### src/rtl/pc_fetch.sv
// ---------------------------------------------------------------------------
// pc_fetch -- program counter and instruction fetch/issue sequencer.
//
// Fetches one word from instruction memory, presents it to decode as instr,
// waits for the datapath to release it (stall=0), then computes the next pc
// from the decode inputs sampled in that retire cycle.
//
// Handshake: imem_req is asserted in FETCH and held, with imem_addr stable,
// until a cycle in which imem_ready=1; that cycle transfers imem_rdata. An
// instruction retires in the first ISSUE cycle with stall=0.
//
// Ports
//   clk, rst_n           clock, asynchronous active-low reset
//   imem_req/imem_addr   fetch request and word-aligned address (= pc)
//   imem_ready/rdata     memory accept and returned instruction word
//   instr/instr_valid    registered instruction awaiting retirement
//   stall                datapath busy, blocks retirement
//   branch, zero         beq decode and ALU zero
//   bmnSignal, neg       bmn decode and memory-operand-negative flag
//   jalSignal            jal decode
//   jmaddSignal          jmadd decode
//   mem_target           memory-sourced target for bmn / jmadd
//   link_pc/link_we      pc+4 of retired instruction, one-cycle write pulse
//   misalign             one-cycle pulse when the target needed realigning
//   state_dbg            current FSM state (IDLE=0, FETCH=1, ISSUE=2)
// ---------------------------------------------------------------------------
module pc_fetch (
    input  logic        clk,
    input  logic        rst_n,
    output logic        imem_req,
    output logic [31:0] imem_addr,
    input  logic        imem_ready,
    input  logic [31:0] imem_rdata,
    output logic [31:0] instr,
    output logic        instr_valid,
    input  logic        stall,
    input  logic        branch,
    input  logic        zero,
    input  logic        bmnSignal,
    input  logic        neg,
    input  logic        jalSignal,
    input  logic        jmaddSignal,
    input  logic [31:0] mem_target,
    output logic [31:0] link_pc,
    output logic        link_we,
    output logic        misalign,
    output logic [1:0]  state_dbg
);

    typedef enum logic [1:0] {
        IDLE  = 2'd0,
        FETCH = 2'd1,
        ISSUE = 2'd2
    } state_t;

    state_t      r_state;
    state_t      w_state_nxt;

    logic [31:0] r_pc;
    logic [31:0] r_instr;
    logic        r_instr_valid;
    logic [31:0] r_link_pc;
    logic        r_link_we;
    logic        r_misalign;

    logic        w_accept;
    logic        w_retire;
    logic [31:0] w_pc_plus4;
    logic [31:0] w_br_target;
    logic [31:0] w_jal_target;
    logic [31:0] w_target;

    // Target arithmetic; wraps modulo 2^32 naturally.
    assign w_pc_plus4   = r_pc + 32'd4;
    assign w_br_target  = w_pc_plus4 + {{14{r_instr[15]}}, r_instr[15:0], 2'b00};
    assign w_jal_target = {w_pc_plus4[31:28], r_instr[25:0], 2'b00};

    // Next-pc priority: jmadd > jal > bmn-taken > beq-taken > sequential.
    always_comb begin
        w_target = w_pc_plus4;
        if (jmaddSignal) begin
            w_target = mem_target;
        end else if (jalSignal) begin
            w_target = w_jal_target;
        end else if (bmnSignal && neg) begin
            w_target = mem_target;
        end else if (branch && zero) begin
            w_target = w_br_target;
        end
    end

    // FSM next-state and handshake outputs.
    always_comb begin
        w_state_nxt = r_state;
        w_accept    = 1'b0;
        w_retire    = 1'b0;
        imem_req    = 1'b0;
        case (r_state)
            IDLE: begin
                w_state_nxt = FETCH;
            end
            FETCH: begin
                imem_req = 1'b1;
                if (imem_ready) begin
                    w_accept    = 1'b1;
                    w_state_nxt = ISSUE;
                end
            end
            ISSUE: begin
                if (!stall) begin
                    w_retire    = 1'b1;
                    w_state_nxt = FETCH;
                end
            end
            default: begin
                w_state_nxt = IDLE;
            end
        endcase
    end

    always_ff @(posedge clk or negedge rst_n) begin
        if (!rst_n) begin
            r_state <= IDLE;
        end else begin
            r_state <= w_state_nxt;
        end
    end

    always_ff @(posedge clk or negedge rst_n) begin
        if (!rst_n) begin
            r_pc          <= 32'h0;
            r_instr       <= 32'h0;
            r_instr_valid <= 1'b0;
            r_link_pc     <= 32'h0;
            r_link_we     <= 1'b0;
            r_misalign    <= 1'b0;
        end else begin
            // Pulses last exactly one cycle unless re-armed by a retire.
            r_link_we  <= 1'b0;
            r_misalign <= 1'b0;
            if (w_accept) begin
                r_instr       <= imem_rdata;
                r_instr_valid <= 1'b1;
            end
            if (w_retire) begin
                r_pc          <= {w_target[31:2], 2'b00};
                r_instr_valid <= 1'b0;
                r_link_pc     <= w_pc_plus4;
                r_link_we     <= jalSignal | jmaddSignal;
                r_misalign    <= |w_target[1:0];
            end
        end
    end

    assign imem_addr   = r_pc;
    assign instr       = r_instr;
    assign instr_valid = r_instr_valid;
    assign link_pc     = r_link_pc;
    assign link_we     = r_link_we;
    assign misalign    = r_misalign;
    assign state_dbg   = r_state;

endmodule

### config.mk
export PLATFORM = sky130hd
export DESIGN_NAME = pc_fetch
export DESIGN_NICKNAME = d
export VERILOG_FILES = /design/src/rtl/pc_fetch.sv
export SDC_FILE = /design/constraint.sdc
export NUM_CORES = 1
export LEC_CHECK = 0
export ABC_CLOCK_PERIOD_IN_PS = 11900
export BUFFER_PORTS_ARGS = -buffer_cell sky130_fd_sc_hd__buf_2
export CELL_PAD_IN_SITES_DETAIL_PLACEMENT = 0
export CELL_PAD_IN_SITES_GLOBAL_PLACEMENT = 2
export CORE_MARGIN = 3
export CORE_UTILIZATION = 34
export CTS_CLUSTER_DIAMETER = 150
export CTS_CLUSTER_SIZE = 20
export DETAILED_ROUTE_END_ITERATION = 10
export GPL_TIMING_DRIVEN = 0
export HOLD_SLACK_MARGIN = 0.12
export PLACE_DENSITY_LB_ADDON = 0.3
export SLEW_MARGIN = 20
export SYNTH_ARGS = -nofsm -noshare
export SYNTH_HDL_FRONTEND = slang
export SYNTH_SLANG_ARGS = --single-unit
export TNS_END_PERCENT = 5
### constraint.sdc
create_clock -name clk -period 11.9 [get_ports clk]
set_input_delay 0.595 -clock clk [delete_from_list [all_inputs] [get_ports clk]]
set_output_delay 0.595 -clock clk [all_outputs]
set_load 0.005 [all_outputs]
# ---- After elaboration in Yosys (flattened, before gate mapping)
# Index checks and enable logic that the tools add are counted.
dict set report word_totals {
  register_bits 99
}
dict set report op_classes {
  n_addsub 2
  n_eq_ne 4
  n_mux 16
  bitwise 1
  reduce_logical 6
}
# cell count
set ops {}
lappend ops {{$mux 32} 4}
lappend ops {{$add 32x3->32 const B} 1}
lappend ops {{$add 32x32->32} 1}
lappend ops {{$mux 1} 9}
lappend ops {{$pmux 2 s3} 1}
lappend ops {{$mux 2} 2}
lappend ops {{$ne 2x2->1 const B} 2}
lappend ops {{$eq 2x1->1 const B} 1}
lappend ops {{$eq 2x2->1 const B} 1}
lappend ops {{$logic_and 1x1->1} 2}
lappend ops {{$logic_not 2->1} 1}
lappend ops {{$reduce_and 2->1} 1}
lappend ops {{$reduce_bool 2->1} 1}
lappend ops {{$reduce_or 2->1} 1}
lappend ops {{$or 1x1->1} 1}

# ---- Depth between registers and ports, before layout
# Gate-level depths: netlist of the first run.
dict set report logic_depth {
  depth_word 8
  ltp_mapped 17
}

# ---- Worst setup path before layout of the first run
# OpenSTA, ideal clock, no wires.
dict set report synth_path {
  path_type {reg2reg}
  start {register r_pc[2] (netlist: imem_addr[2])}
  end {register r_pc[31] (netlist: imem_addr[31])}
  setup_time_ps 65
  arrival_ps 3745
  required_ps 11835
  slack_ps 8090
  stages_incl_launch_ff 18
  path_cell_list {dfrtp_1 > ha_1 > nand4_1 > nor3_1 > and4_1 > nand2_1 > xnor2_1 > ha_1 > clkbuf_1 > a21oi_1 > o21a_1 > o21ai_0 > a21o_1 > o2111ai_1 > nand4b_1 > or4_1 > o311ai_1 > o22a_1}
}
dict set report synth_via {
  elab_chain_len 6
}
# element line_no
set synth_lines {}
lappend synth_lines {{start: declaration} 59} ;# logic [31:0] r_pc;
lappend synth_lines {{start signal: assignment} 146} ;# r_pc <= {w_target[31:2], 2'b00};
lappend synth_lines {{$add 32x3->32} 74} ;# assign w_pc_plus4 = r_pc + 32'd4;
lappend synth_lines {{named net w_pc_plus4[24]} 68} ;# logic [31:0] w_pc_plus4;
lappend synth_lines {{$add 32x32->32} 75} ;# assign w_br_target = w_pc_plus4 + {{14{r_instr[15]}}, r_instr[15:0], 2'b00};
lappend synth_lines {{$mux 32} 87} ;# end else if (branch && zero) begin
lappend synth_lines {{$mux 32} 85} ;# end else if (bmnSignal && neg) begin
lappend synth_lines {{$mux 32} 83} ;# end else if (jalSignal) begin
lappend synth_lines {{$mux 32} 81} ;# if (jmaddSignal) begin
# The timed path passes the listed nets, and every way through them passes these cells.
# A chain may end at the register's enable or synchronous reset.

# ---- Final worst setup path of the first run
dict set report layout_path {
  start {register r_pc[2] (netlist: imem_addr[2])}
  end {register r_pc[28] (netlist: imem_addr[28])}
}
# Same word-level chain as after synthesis.

==> summary.md, run 1 <==
| Metric | Value |
|---|---|
| Nets | `1065` |
| Seq/Total Area, Yosys | `36.1%` |
| Req. time, crit path | `12.18 ns` |
| RSZ-0062 raised after global routing | `no` |
| Vias in the first global route | `6518` |
| Post-route setup slack | `7.09 ns` |
| Most frequent cells in the layout | `169 x buf_2, 134 x nand2_1, 97 x dfrtp_1` |
| Mux cell area share after synthesis | `6.12%` |
| Worst path top cell family by delay | `simple AND/OR/NAND/NOR gates` |
| Unique masters post-synth | `69` |
| Die area | `21500 um^2` |
| Worst R2R Start | `imem_addr[2]` |
| First-pass DRT Iterations | `5` |
| Core Util, Final | `43.2%` |
| Syn_area_per_cell | `8.73 um^2` |
| Slew margin rel. | `22.1%` |
| Initial antenna violation count | `0` |
| # resized after CTS | `0` |
| Antenna diodes | `0` |
| Startpoint types | `flop` |
| Final setup fails | `0` |
| I/O pin cnt | `176` |
| TritonCTS buffer count | `9` |
| DRC | `0` |
| Final hold vios | `0` |
| Primary FF master, synth | `dfrtp_1` |
| Post-CTS Hold Fix Bufs | `0` |
| Post-synthesis cell area | `6720 um^2` |
| Area delta synth->final | `22.5%` |
| Internal reg-to-reg setup slack | `7.09 ns` |
| Status | `finished clean` |
| Worst skew pair latency | `0.36 ns` |
| Post-synthesis compound-gate area fraction | `20.7%` |
| Peak VDD IR | `0.000125 V` |
| Largest net degree at the start of global routing | `63` |
| Sinks on Clock Net | `97` |
| Core region area | `19100 um^2` |
| Final period util | `40.4%` |
| Fmax | `0.208 GHz` |
| Vias per cell | `5.41` |
| Worst path slowest cell | `nor3_2` |
| Post-Route WL | `25200 um` |
| Post-synth EDFFs | `0` |
| Skew final | `0.0108 ns` |
| Die height | `147 um` |
| Site Rows | `50` |
| I/O Buffers | `169` |
| Global route overflow | `0` |
| Synth Warn # | `0` |
| DP HPWL | `19000 um` |
| Setup crit end kind | `flop` |
| Buffers and inverters on the worst path | `1` |
| Hold Path Class | `in -> async` |
| Antenna Nets Post-Route | `0` |
| Final Critical Period | `4.81 ns` |
| R2r endpoint | `imem_addr[28]` |
| Post-CTS setup buffers | `0` |
| Gpl congestion | `0.896` |
| Initial Util | `35.2%` |
| Async set-or-reset flop fraction in the synthesized netlist | `100%` |
| Placed instance area | `7940 um^2` |
| Largest family of logic cells by synthesized area | `compound AO/OA/AOI/OAI gates` |
| Die X | `147 um` |
| Pins Over Slew Limit | `0` |
| Worst-path maximum fanout | `8` |
| Critical Path Stages | `15` |
| Max-cap violations | `0` |
| Worst-margin pin slew | `1.16 ns` |
| CP endpoint | `imem_addr[28]` |
| Synth Area in XOR/XNOR | `6.63%` |
| Seq cells post-synth | `97` |
| Clock slew seen by the registers of the worst setup and hold paths | `0.07 ns` |
| Final Total Pwr | `2.45 mW` |
| R2R depth | `15` |
| Layout cell share with drive strength beyond 1 | `25.2%` |
| Power Dens Cells | `297 nW/um^2` |
| Iter 0 DRT Violations | `530` |
| CP cell instances | `ha_1 > nand4_1 > nor3_2 > nand3_1 > xnor2_1 > ha_1 > clkbuf_1 > and4_1 > a221oi_1 > o21ai_0 > a311oi_1 > nand3b_1 > a31oi_1 > xnor2_1 > o21ai_0` |
| Fin area | `8240 um^2` |
| Most common cell after layout, fill and taps aside | `buf_2` |
| Clock buffer depth | `2` |
| Synthesized netlist cell count | `770` |
| First-pass GRT wire length | `38500 um` |
| Vias | `6599` |
| Data arrival time of the critical path | `5.09 ns` |
| Adder-cell share of the synthesized area | `7.00%` |
| Worst path max stage delay | `0.71 ns` |
| Critical Path Start | `imem_addr[2]` |
| WL/cell | `20.7 um` |
| Setup TNS | `0 ns` |
| Leak | `3.84 nW` |
| Kind of critical path | `reg -> reg` |
| Root Driver | `clkbuf_16` |
| Gr usage total | `23.1%` |
| TritonCTS clock tree | `built` |
| CTS H-tree depth | `3` |
| Simple-gate share of the synthesized area | `18.6%` |
| Dpl ws | `7.15 ns` |
[synth_stat cells, types with 4 or more instances]
cell type / number / area (um^2)
nor3_1: 9 / 45.0
nor2_1: 50 / 188
nand4_1: 12 / 75.1
a21oi_1: 53 / 265
dfrtp_1: 97 / 2430
clkbuf_1: 28 / 105
o21a_1: 4 / 30.0
nand2_1: 134 / 503
a222oi_1: 7 / 70.1
a221o_1: 4 / 40.0
xor2_1: 15 / 131
clkbuf_8: 5 / 68.8
ha_1: 36 / 450
o22ai_1: 7 / 43.8
nand3_1: 20 / 100
mux2_2: 33 / 372
a221oi_1: 9 / 78.8
and4_1: 4 / 35.0
and3_1: 7 / 43.8
buf_4: 4 / 30.0
a211oi_1: 7 / 52.6
inv_1: 23 / 86.3
a21o_1: 16 / 120
xnor2_1: 34 / 298
o31ai_1: 7 / 52.6
mux2i_1: 4 / 40.0
o211ai_1: 8 / 60.1
a31oi_1: 10 / 62.6
o21bai_1: 7 / 52.6
o21ai_0: 57 / 285
[through the flow]
stage,hold WS (ns),instances
global placement,0.456,1202
global route,0.142,1219
floorplan,0.299,773
CTS,0.133,1219
detailed placement,0.459,1203
finish,0.122,1219
[worst min path at each step]
stage / cells past startpoint / slack [ns] / end / from
global placement: 2 / 0.46 / link_pc[16] / link_pc[16]
floorplan: 0 / 0.30 / imem_addr[10] / rst_n
finish: 1 / 0.12 / link_pc[14] / rst_n
detailed placement: 2 / 0.46 / link_pc[4] / link_pc[4]
global route: 1 / 0.14 / link_pc[14] / rst_n
CTS: 1 / 0.13 / link_pc[14] / rst_n
[cell families (layout without fill, tap and decap cells)]
| group | Yosys count | count (layout) |
|---|---|---|
| fa+ha+maj | 37 | 37 |
| buf+inv | 65 | 251 |
| mux | 37 | 37 |
| other cells | 1 | 4 |
| compound gates | 217 | 217 |
| flops | 97 | 97 |
| simple gates | 266 | 266 |
| xor+xnor | 50 | 50 |
[state kept, by name (all words and copies together) (netlist names)]
name         cells
instr           32
link_we          1
state_dbg        2
link_pc         30
instr_valid      1
imem_addr       30
misalign         1
[per-layer routing]
layer / global-route usage (%) / part of all wire [%]
met1: 32.1 / 46
met2: 36.3 / 45
met3: 5.46 / 7.4
met4: 5.50 / 1.8
met5: 0 / 0
[worst reg2reg max path, stage by stage (launching register included)]
cell and delay (ns):
dfrtp_1 0.51, ha_1 0.28, nand4_1 0.23, nor3_2 0.72
nand3_1 0.18, xnor2_1 0.38, ha_1 0.30, clkbuf_1 0.19
and4_1 0.26, a221oi_1 0.23, o21ai_0 0.32, a311oi_1 0.54
nand3b_1 0.19, a31oi_1 0.12, xnor2_1 0.13, o21ai_0 0.16
[power by group]
| group | switching (mW) | internal (mW) | leakage, nW |
|---|---|---|---|
| sequential | 0.195 | 0.483 | 1.17 |
| clock | 0.142 | 0.164 | 0.143 |
| combinational | 0.824 | 0.640 | 2.52 |
| total | 1.16 | 1.29 | 3.84 |
[final cells by class]
cell class | count | area, um^2
Multi-Input combinational cell | 611 | 3990
Clock buffer | 10 | 229
Timing Repair Buffer | 170 | 880
Clock inverter | 6 | 65.1
Tap cell | 260 | 325
Sequential cell | 97 | 2430
Inverter | 24 | 90.1
Fill cell | 1996 | 10800
Buffer | 41 | 228
No activity file was read; power rests on OpenSTA's default activity.
==> run 2: changes to the inputs <==
--- a/config.mk
+++ b/config.mk
@@ -5,12 +5,13 @@
 export SDC_FILE = /design/constraint.sdc
 export NUM_CORES = 1
 export LEC_CHECK = 0
-export ABC_CLOCK_PERIOD_IN_PS = 11900
+export ABC_AREA = 1
+export ABC_CLOCK_PERIOD_IN_PS = 4800
 export BUFFER_PORTS_ARGS = -buffer_cell sky130_fd_sc_hd__buf_2
 export CELL_PAD_IN_SITES_DETAIL_PLACEMENT = 0
 export CELL_PAD_IN_SITES_GLOBAL_PLACEMENT = 2
 export CORE_MARGIN = 3
-export CORE_UTILIZATION = 34
+export CORE_UTILIZATION = 30
 export CTS_CLUSTER_DIAMETER = 150
 export CTS_CLUSTER_SIZE = 20
 export DETAILED_ROUTE_END_ITERATION = 10
==> constraint.sdc (replaced) <==
create_clock -name clk -period 4.8 [get_ports clk]
set_input_delay 0.24 -clock clk [delete_from_list [all_inputs] [get_ports clk]]
set_output_delay 0.24 -clock clk [all_outputs]
set_load 0.005 [all_outputs]
==> summary.md, run 2 <==
| Metric | Value |
|---|---|
| Hold_ws | `0.128 ns` |
| Worst-path maximum fanout | `6` |
| Post-synth EDFFs | `0` |
| DRC | `0` |
| Primary FF master, synth | `dfrtp_1` |
| Comb pwr share | `63.9%` |
| Site Rows | `57` |
| Die X | `166 um` |
| Final Critical Period | `4.09 ns` |
| Layout fillers | `2749` |
| Setup crit end kind | `flop` |
| Worst Hold Launch | `imem_rdata[15]` |
| Seq/Total Area, Yosys | `31.6%` |
| Data arrival time of the critical path | `4.36 ns` |
| Seq cells post-synth | `97` |
| Unique masters post-synth | `50` |
| Clk network pwr share | `11.5%` |
| Post-Route WL | `32500 um` |
| Syn_area_per_cell | `6.77 um^2` |
| Most common cell after layout, fill and taps aside | `nand2_1` |
| I/O Buffers | `170` |
| Gpl congestion | `0.884` |
| TritonCTS clock tree | `built` |
| Sinks on Clock Net | `97` |
| Switch Pwr | `3.76 mW` |
| Slew margin rel. | `32.0%` |
| Core Util, Final | `39.1%` |
| P_int | `3.25 mW` |
| Synth Warn # | `0` |
| Async set-or-reset flop fraction in the synthesized netlist | `100%` |
| Pins Over Slew Limit | `0` |
| Final setup fails | `0` |
| I/O pin cnt | `176` |
| First-pass DRT Iterations | `5` |
| Initial Util | `31.0%` |
| Antenna Nets Post-Route | `0` |
| Req. time, crit path | `5.07 ns` |
| WL/cell | `19.3 um` |
| Seq pwr share | `24.5%` |
| Kind of critical path | `reg -> reg` |
| Largest net degree at the start of global routing | `52` |
| Vias | `8219` |
| CP cell instances | `ha_1 > nand2_1 > nor2_1 > inv_2 > nor2_2 > nand2_1 > xor2_1 > ha_1 > nand2_1 > inv_1 > a21oi_1 > inv_1 > a21oi_1 > nand2_1 > nand2_1 > nand2_1 > nand2_1 > nand3_1 > a21oi_1 > nor2_1` |
| Worst R2R Start | `imem_addr[2]` |
| Worst path slowest cell | `xor2_1` |
| Critical Path Start | `imem_addr[2]` |
| Global route overflow | `0` |
| DP HPWL | `26300 um` |
| Skew final | `0.0226 ns` |
| Die height | `166 um` |
| Iter 0 DRT Violations | `648` |
| Number of flip-flops in the largest register | `32` |
| Vias per cell | `4.88` |
| Max-cap violations | `0` |
| Most frequent cells in the layout | `376 x nand2_1, 174 x buf_2, 158 x inv_1` |
| Post-synthesis cell area | `7680 um^2` |
| Die area | `27600 um^2` |
| Status | `finished clean` |
| Gr usage total | `23.5%` |
| Initial antenna violation count | `0` |
| Worst path max stage delay | `0.51 ns` |
| Vias in the first global route | `8167` |
| Antenna diodes | `0` |
| Hold Path Class | `in -> reg` |
| Area delta synth->final | `25.8%` |
| Final period util | `85.2%` |
| Synth top cells by count | `376 x nand2_1, 158 x inv_1, 101 x nor2_1` |
| Setup TNS | `0 ns` |
| Sw Ratio | `53.6%` |
| Clock buffer depth | `2` |
| Leak | `5.23 nW` |
| Fmax | `0.244 GHz` |
| Worst-margin pin slew | `1.02 ns` |
| Peak VDD IR | `0.000260 V` |
| Root Driver | `clkbuf_16` |
| Main area contributors after synthesis | `dfrtp_1 32%, nand2_1 18%, inv_1 7.7%` |
| Most frequent cell after synthesis | `nand2_1` |
| Worst skew pair latency | `0.38 ns` |
| Final hold vios | `0` |
| CTS H-tree depth | `3` |
| Layout cell share with drive strength beyond 1 | `19.5%` |
| Startpoint types | `flop` |
| Worst path most repeated cell | `nand2_1` |
| Nets | `1467` |
| Synthesized netlist cell count | `1135` |
| TritonCTS buffer count | `9` |
| Top cell type's share of synthesized area | `31.6%` |
| Power Dens Cells | `725 nW/um^2` |
| Core region area | `24700 um^2` |
| First-pass GRT wire length | `49600 um` |
| # resized after CTS | `0` |
| Synth area leader | `dfrtp_1` |
| RSZ-0062 raised after global routing | `no` |
| Clock slew seen by the registers of the worst setup and hold paths | `0.09 ns` |
==> run 2: changes by cell type after synthesis, sizes merged, moves of 10 or more <==
cell    before  now
a31oi       10    0
nand3       21   78
inv         23  164
o21ai       57   47
nand2      134  380
xnor2       35    1
nor2        51  111
a21o        16    2
clkbuf      33   22
==> run 2: stage by stage <==
stage	total power [mW]	cell area, um^2	setup slack (ns)	std cells
after floorplan	4.52	7690	1.98	1138
after global placement	6.18	8950	0.776	1632
after detailed placement	6.20	8980	0.804	1633
after CTS	7.05	9660	0.766	1685
after global routing	7.78	9660	0.346	1685
final	7.00	9660	0.709	1685
==> run 2: per-layer routing <==
metal,share of wire (%),global-route usage [%]
met5,0,0
met1,46,33.1
met4,1.8,5.14
met2,46,38.0
met3,6.0,3.69
==> run 2: power groups by stage <==
stage / clock [mW] / combinational (mW) / sequential [mW]
floorplan: 0 / 2.91 / 1.61
detailed placement: 0 / 4.46 / 1.73
global route: 0.850 / 5.15 / 1.79
CTS: 0.821 / 4.51 / 1.72
finish: 0.808 / 4.48 / 1.72
global placement: 0 / 4.45 / 1.73
==> run 2: cells by family after synthesis <==
group / after synthesis / share of synthesized area [%]
compound gates: 148 / 11.8
xor+xnor: 19 / 2.36
fa+ha+maj: 37 / 6.12
buf+inv: 198 / 10.1
flops: 97 / 31.6
mux: 30 / 4.40
other cells: 1 / 0.0488
simple gates: 605 / 33.6
==> run 2: worst paths after layout <==
check / end / slack [ns] / depth (start not counted)
min reg2reg: instr_valid / 0.48 / 2
max reg2reg: imem_addr[24] / 0.71 / 20
max: imem_addr[24] / 0.71 / 20
min: instr[15] / 0.13 / 3
max in group asynchronous: instr[9] / 3.78 / 3
min in group asynchronous: link_pc[26] / 0.38 / 2
==> run 2: layout make-up <==
cell class | count | area [um^2] | share of cell area [%]
Buffer | 32 | 149 | 1.54
Inverter | 166 | 623 | 6.45
Sequential cell | 97 | 2430 | 25.1
Clock buffer | 9 | 225 | 2.33
Tap cell | 324 | 405 | 4.19
Clock inverter | 7 | 96.3 | 0.997
Timing Repair Buffer | 207 | 1240 | 12.9
Multi-Input combinational cell | 843 | 4490 | 46.5
==> run 2: timing repair <==
item                      4_1_cts  5_1_grt
setup buffers                   0        0
hold endpoints to repair       80        0
hold buffers                   36        0
==> run 2: critical path: cells and delay by family, from the launching register on <==
kind / cells / cell delay (ns)
AO/OA/AOI/OAI: 3 / 0.57
XOR/XNOR: 1 / 0.51
flip-flops: 1 / 0.49
AND/OR/NAND/NOR: 11 / 1.48
adder cells (fa/ha/maj): 2 / 0.71
buffers and inverters: 3 / 0.23
